$ cat src/rtl/cu_pkg.sv
// Shared definitions for the ID-stage main control decoder: opcodes, ALU-op
// encodings, the decoded control-line record and ID/EX bundle bit positions.
package cu_pkg;

    localparam int OPW = 6;

    localparam logic [OPW-1:0] OP_RTYPE = 6'h00;
    localparam logic [OPW-1:0] OP_FP    = 6'h11;
    localparam logic [OPW-1:0] OP_ADDI  = 6'h08;
    localparam logic [OPW-1:0] OP_ANDI  = 6'h0C;
    localparam logic [OPW-1:0] OP_ORI   = 6'h0D;
    localparam logic [OPW-1:0] OP_SLTI  = 6'h0A;
    localparam logic [OPW-1:0] OP_LW    = 6'h23;
    localparam logic [OPW-1:0] OP_SW    = 6'h2B;
    localparam logic [OPW-1:0] OP_BEQ   = 6'h04;
    localparam logic [OPW-1:0] OP_J     = 6'h02;

    localparam logic [1:0] ALUOP_ADD   = 2'b00;
    localparam logic [1:0] ALUOP_SUB   = 2'b01;
    localparam logic [1:0] ALUOP_FUNCT = 2'b10;
    localparam logic [1:0] ALUOP_IMM   = 2'b11;

    // Bundle vectors are ascending [0:N]; index 0 is the first-listed signal.
    localparam int WB_REG_WRITE  = 0;
    localparam int WB_MEM_TO_REG = 1;
    localparam int M_BRANCH      = 0;
    localparam int M_MEM_READ    = 1;
    localparam int M_MEM_WRITE   = 2;
    localparam int EX_REG_DST    = 0;
    localparam int EX_ALU_SRC    = 1;

    typedef struct packed {
        logic       reg_dst;
        logic       alu_src;
        logic       mem_read;
        logic       mem_write;
        logic       mem_to_reg;
        logic       reg_write;
        logic       branch;
        logic       jump;
        logic [1:0] alu_op;
    } ctrl_t;

endpackage

$ cat src/rtl/cu_main_decoder.sv
// Purely combinational opcode -> control-line table. Unlisted opcodes decode
// to an all-zero NOP so they cause no architectural side effect.
module cu_main_decoder
    import cu_pkg::*;
(
    input  logic [OPW-1:0] i_opcode,
    output ctrl_t          o_ctrl
);

    always_comb begin
        // NOTE: assign every output a default before the case so no path leaves it unassigned (avoids inferred latches).
        o_ctrl = '0;
        case (i_opcode)
            OP_RTYPE, OP_FP: begin
                o_ctrl.reg_dst   = 1'b1;
                o_ctrl.reg_write = 1'b1;
                o_ctrl.alu_op    = ALUOP_FUNCT;
            end
            OP_ADDI: begin
                o_ctrl.alu_src   = 1'b1;
                o_ctrl.reg_write = 1'b1;
                o_ctrl.alu_op    = ALUOP_ADD;
            end
            OP_ANDI, OP_ORI, OP_SLTI: begin
                o_ctrl.alu_src   = 1'b1;
                o_ctrl.reg_write = 1'b1;
                o_ctrl.alu_op    = ALUOP_IMM;
            end
            OP_LW: begin
                o_ctrl.alu_src    = 1'b1;
                o_ctrl.mem_read   = 1'b1;
                o_ctrl.mem_to_reg = 1'b1;
                o_ctrl.reg_write  = 1'b1;
                o_ctrl.alu_op     = ALUOP_ADD;
            end
            OP_SW: begin
                o_ctrl.alu_src   = 1'b1;
                o_ctrl.mem_write = 1'b1;
                o_ctrl.alu_op    = ALUOP_ADD;
            end
            OP_BEQ: begin
                o_ctrl.branch = 1'b1;
                o_ctrl.alu_op = ALUOP_SUB;
            end
            OP_J: begin
                o_ctrl.jump   = 1'b1;
                o_ctrl.alu_op = ALUOP_ADD;
            end
            default: ;
        endcase
    end

endmodule

$ cat src/rtl/control_unit.sv
// ID-stage main control: drives decoded control lines combinationally (held at
// zero during reset) and registers the WB/M/EX bundles into the ID/EX latch.
module control_unit #(
    parameter int OPW = 6
) (
    input  logic           clk,
    input  logic           rst_n,
    input  logic [OPW-1:0] instruction_nibble,
    output logic           reg_dst,
    output logic           branch,
    output logic           mem_read,
    output logic           mem_to_reg,
    output logic           alu_src,
    output logic           reg_write,
    output logic           mem_write,
    output logic [1:0]     alu_op,
    output logic           jump,
    output logic           pc_src,
    output logic [0:1]     WB,
    output logic [0:2]     M,
    output logic [0:1]     EX,
    output logic [1:0]     EX_alu_op
);

    import cu_pkg::*;

    ctrl_t      w_dec;
    ctrl_t      w_ctrl;
    logic [0:1] r_wb;
    logic [0:2] r_m;
    logic [0:1] r_ex;
    logic [1:0] r_ex_alu_op;

    cu_main_decoder u_main_decoder (
        .i_opcode (instruction_nibble),
        .o_ctrl   (w_dec)
    );

    assign w_ctrl = rst_n ? w_dec : '0;

    assign reg_dst    = w_ctrl.reg_dst;
    assign branch     = w_ctrl.branch;
    assign mem_read   = w_ctrl.mem_read;
    assign mem_to_reg = w_ctrl.mem_to_reg;
    assign alu_src    = w_ctrl.alu_src;
    assign reg_write  = w_ctrl.reg_write;
    assign mem_write  = w_ctrl.mem_write;
    assign alu_op     = w_ctrl.alu_op;
    assign jump       = w_ctrl.jump;
    assign pc_src     = w_ctrl.branch | w_ctrl.jump;

    always_ff @(posedge clk or negedge rst_n) begin
        if (!rst_n) begin
            r_wb        <= '0;
            r_m         <= '0;
            r_ex        <= '0;
            r_ex_alu_op <= '0;
        end else begin
            // NOTE: non-blocking assignments so every bundle bit samples the pre-edge decode together.
            r_wb[WB_REG_WRITE]  <= w_dec.reg_write;
            r_wb[WB_MEM_TO_REG] <= w_dec.mem_to_reg;
            r_m[M_BRANCH]       <= w_dec.branch;
            r_m[M_MEM_READ]     <= w_dec.mem_read;
            r_m[M_MEM_WRITE]    <= w_dec.mem_write;
            r_ex[EX_REG_DST]    <= w_dec.reg_dst;
            r_ex[EX_ALU_SRC]    <= w_dec.alu_src;
            r_ex_alu_op         <= w_dec.alu_op;
        end
    end

    assign WB        = r_wb;
    assign M         = r_m;
    assign EX        = r_ex;
    assign EX_alu_op = r_ex_alu_op;

endmodule

$ cat config.mk
export PLATFORM = sky130hd
export DESIGN_NAME = control_unit
export DESIGN_NICKNAME = d
export VERILOG_FILES = /design/src/rtl/cu_pkg.sv /design/src/rtl/cu_main_decoder.sv /design/src/rtl/control_unit.sv
export SDC_FILE = /design/constraint.sdc
export NUM_CORES = 1
export LEC_CHECK = 0
export BUFFER_PORTS_ARGS = -buffer_cell sky130_fd_sc_hd__buf_2
export CORE_AREA = 4 4 41 43
export CTS_CLUSTER_SIZE = 8
export DETAILED_ROUTE_END_ITERATION = 10
export DIE_AREA = 0 0 45 47
export PLACE_DENSITY = 0.83
export SLEW_MARGIN = 5
export SYNTH_ARGS = -nofsm -noshare
export SYNTH_HDL_FRONTEND = slang
export SYNTH_HIERARCHICAL = 1
export SYNTH_SLANG_ARGS = --single-unit
$ cat constraint.sdc
create_clock -name clk -period 1.6 [get_ports clk]
set_input_delay 0.16 -clock clk [delete_from_list [all_inputs] [get_ports clk]]
set_output_delay 0.16 -clock clk [all_outputs]
set_load 0.01 [all_outputs]
Yosys cells after proc, flatten, opt, wreduce, memory -nomap -nowiden. Cells that the tools add are included.

Bits in registers: 9. Latch bits: 0. Bits in writable memories: 0. Bits in read-only memories: 0. Input bits: 8. Output and inout port bits: 20. Logic and storage cells: 28. Memories: 0.

Add/sub/neg operators: 0. Multiply operators: 0. Divide/modulo/power cells: 0. $lt $le $gt $ge: 0. Equal/unequal tests: 9. Shift operators: 0. Multiplexer cells: 9. Bitwise gates (word level): 1. Reduce and logical (&&, ||, !) cells: 5.

Operators with widths (count): == test 6 x 4 -> 1 bit, second input constant (4); == test 6 bit, second input constant (2); two-way mux 10 bit (1); two-way mux 1 bit (7); OR reduction 7 bit (1); == test 6 x 2 -> 1 bit, second input constant (1); == test 6 x 3 -> 1 bit, second input constant (1); == test 6 x 5 -> 1 bit, second input constant (1); zero test 6 bit (1); one-hot mux 2 bit (3 select lines) (1); OR reduction 6 bit (1); OR reduction 3 bit (1); OR reduction 2 bit (1); OR 1 bit (1).

Logic depth before layout (Yosys ltp).
Depth after elaboration: 5. Mapped depth: 6. Mapped depth without buffers: 4.

Hierarchy. Netlist, hierarchy kept.

Modules (own cells, without submodules): control_unit (instances 1, cells an instance 21, area an instance 306.5 um^2, seq. area each 225.2 um^2); cu_main_decoder (instances 1, cells an instance 32, area an instance 222.7 um^2, seq. area each 0.0 um^2).

Worst setup path after synthesis. OpenSTA, ideal clock, no wires.

Path kind: in2out. Start: input port instruction_nibble[0]. End: output port mem_read. Data arrival time: 1.171 ns. Required time: 1.440 ns. Path slack: 0.269 ns. Cell stages on the path: 6. Path buffers: 2. Cell sequence: buf_2 > nand3_2 > or4_4 > inv_1 > buf_4 > and2_1.

RTL lines: from (decl) (RTL line control_unit.sv:8) `input logic [OPW-1:0] instruction_nibble,`; to (decl) (RTL line control_unit.sv:11) `output logic mem_read,`.

==> results.toml <==
[floorplanning]
io-pin-count = 28
die_y_um = 47
initial_core_util_pct = 40.7
rows = 13
die-area_um2 = 2120
dieWidth_um = 45
core_um2 = 1300

[yosys]
synth_top_area_share_pct = 42.6
synth_edf_count = 0
synthesis.area_um2 = 529
syn_area_per_cell_um2 = 9.99
ys_seq_area_share_pct = 42.6
synth_ff_type = "dfrtp_1"
synthCells = 53
ys_types = 27
synth_common_cells = "and2_1, dfrtp_1, a21oi_1, nand2_1, nor2_1"
synthTopCellsByArea = "dfrtp_1, and2_1, buf_6"
synth_nets = 61
synthArstFlopShare_pct = 100
ys_ff_latch = 9
synth_warnings = 6
synth.most_common_cell = "and2_1"
synth_area_leader_cell = "dfrtp_1"

[run_status]
status = "finished, final reports clean"

[sta]
min_period_over_period_pct = 90.2
final_max_slew_viol_count = 0
clock.fmax_mhz = 693
max-slew-margin-rel_pct = 77.2
setup_tns_ps = 0
rsz0062_at_grt = "false"
tightest_slew_ps = 337
hold_viol = 0
setup_violations = 0
period_minus_slack_ps = 1440

[clock_tree]
post_cts_buffers = 0
h-tree-depth = 1
cts-root-buf = "clkbuf_4"
cts_tree = "done"
clkTransAtPathRegs_ps = 60
cts.sinks = 9
cts_resized = 0
cts_buffers = 3
cts_buffer_depth = 2

[layout]
finalCoreUtilization_pct = 52.6
drive_above_1_share_pct = 46.9
nNetsFinal = 90
antenna_cells = 0
syn_to_final_growth_pct = 29.3

[global_routing]
overflow = 0
antenna_found_initial = 0
grt_use_total_pct = 11.8
grt_max_degree = 21
grt_pass1_wl_um = 1810
grt_pass1_vias = 424

[worst_hold_path]
hp-class = "in2reg"
hold_depth = 2
hold_path_startpoint = "instruction_nibble[5]"
holdPathEnd = "EX[0]$_DFF_PN0_"

[placement]
hpwl_um = 875
io_buffers = 27
gp_congestion = 0.898

[critical_path]
worstSetupEndpointType = "output pin"
path_class = "in2out"
critPathLaunchType = "input pin"
required_ps = 1440
critPathArrivalTime_ps = 1280
crit_fanout = 9

[detailed_routing]
drtAntennaViolNets = 0
routed_wl_um = 1090
drc_errors = 0
via_per_inst = 4.80
routedWlPerCell_um = 11.4
dr.pass1.iters = 2
vias = 461
drt_iter0_drc = 4

[flow_run]
maxCapViolCount = 0

[power_and_ir_drop]
p_clk_share_pct = 34.6
ir_worst_vdd_mv = 0.297
powerDensity_nw_per_um2 = 696
internal-power_w = 0.000360
seqPwrFrac_pct = 49.2
total_leakage_power_nw = 0.376
p_sw_share_pct = 24.5
p_switching_w = 0.000116
combPwrFrac_pct = 16.2
worst max path at each step:
stage / start / endpoint / slack [ps] / cells past startpoint
global placement: instruction_nibble[0] / reg_write / 190 / 6
CTS: rst_n / reg_write / 140 / 4
finish: instruction_nibble[0] / reg_write / 160 / 6
detailed placement: instruction_nibble[0] / reg_write / 150 / 6
floorplan: instruction_nibble[0] / mem_read / 270 / 6
global route: instruction_nibble[0] / reg_write / 40 / 6
stage by stage:
stage / setup WS (ps) / power [W] / instance area, um2 / hold slack [ps] / std cells
floorplan: 269 / 0.000285 / 529 / -136 / 53
global placement: 186 / 0.000312 / 648 / 59.9 / 91
detailed placement: 151 / 0.000315 / 648 / 64.4 / 91
CTS: 144 / 0.000485 / 684 / 147 / 96
global route: 39.7 / 0.000503 / 684 / 185 / 96
finish: 157 / 0.000476 / 684 / 152 / 96
sequential cells by signal (all words and copies together) (netlist names):
name / count
M: 3
EX: 2
WB: 2
EX_alu_op: 2
cells by family (layout without fill, tap and decap cells):
kind of cell / count (synthesis) / in the layout / share of synthesized area (%)
xor gates and xnor gates: 1 / 1 / 1.66
buffers and inverters: 5 / 33 / 7.33
AOI/OAI and AO/OA: 8 / 8 / 9.93
and+or+nand+nor: 29 / 29 / 36.6
DFF: 9 / 9 / 42.6
muxes: 1 / 1 / 1.89
cell usage in the layout (no fill, tap or decap):
| cell type | instances |
|---|---|
| nor3_2 | 1 |
| nand3b_1 | 1 |
| nor2_1 | 3 |
| or2_2 | 2 |
| xnor2_1 | 1 |
| nand3_1 | 1 |
| buf_2 | 27 |
| a21oi_1 | 3 |
| o21ai_1 | 1 |
| a21boi_0 | 1 |
| nand2_1 | 3 |
| clkbuf_1 | 1 |
| nand3_2 | 1 |
| nor3_1 | 2 |
| o221ai_1 | 1 |
| and4bb_2 | 1 |
| dfrtp_1 | 9 |
| and2b_2 | 1 |
| a311oi_1 | 1 |
| mux2i_1 | 1 |
| clkbuf_4 | 3 |
| inv_1 | 1 |
| nor4b_1 | 1 |
| dlygate4sd3_1 | 1 |
| and2_1 | 10 |
| or4_4 | 1 |
| nor3b_2 | 1 |
| o21a_1 | 1 |
area by class of cell:
class,count,area (um2)
clock buffers,4,26.3
fillers,144,617
inverters,1,3.75
multi-input cells,39,265
flip-flops and latches,9,225
well taps,15,18.8
repair buffers,28,145
critical path, cell delays in order:
cell	delay, ps
buf_2	190
nand3_2	110
or4_4	430
o221ai_1	110
and2_1	160
buf_2	120
power by group through the flow:
stage               sequential, W  combinational (W)  clock [W]
global route             0.000235          0.0000879   0.000181
detailed placement       0.000239          0.0000763          0
finish                   0.000234          0.0000773   0.000165
global placement         0.000238          0.0000735          0
floorplan                0.000242          0.0000427          0
CTS                      0.000234          0.0000785   0.000172
metal layers:
metal / global-route usage [%] / routed length [um]
met5: 0 / 0
met2: 18.6 / 545
met4: 8.77 / 0
met3: 0 / 85
met1: 15.5 / 460
timing repair:
| item | CTS | global route |
|---|---|---|
| hold endpoints to repair | 9 | 0 |
| hold buffers | 1 | 0 |
| endpoints found under the setup margin | 0 | 0 |
(Power assumes the default switching activity.)
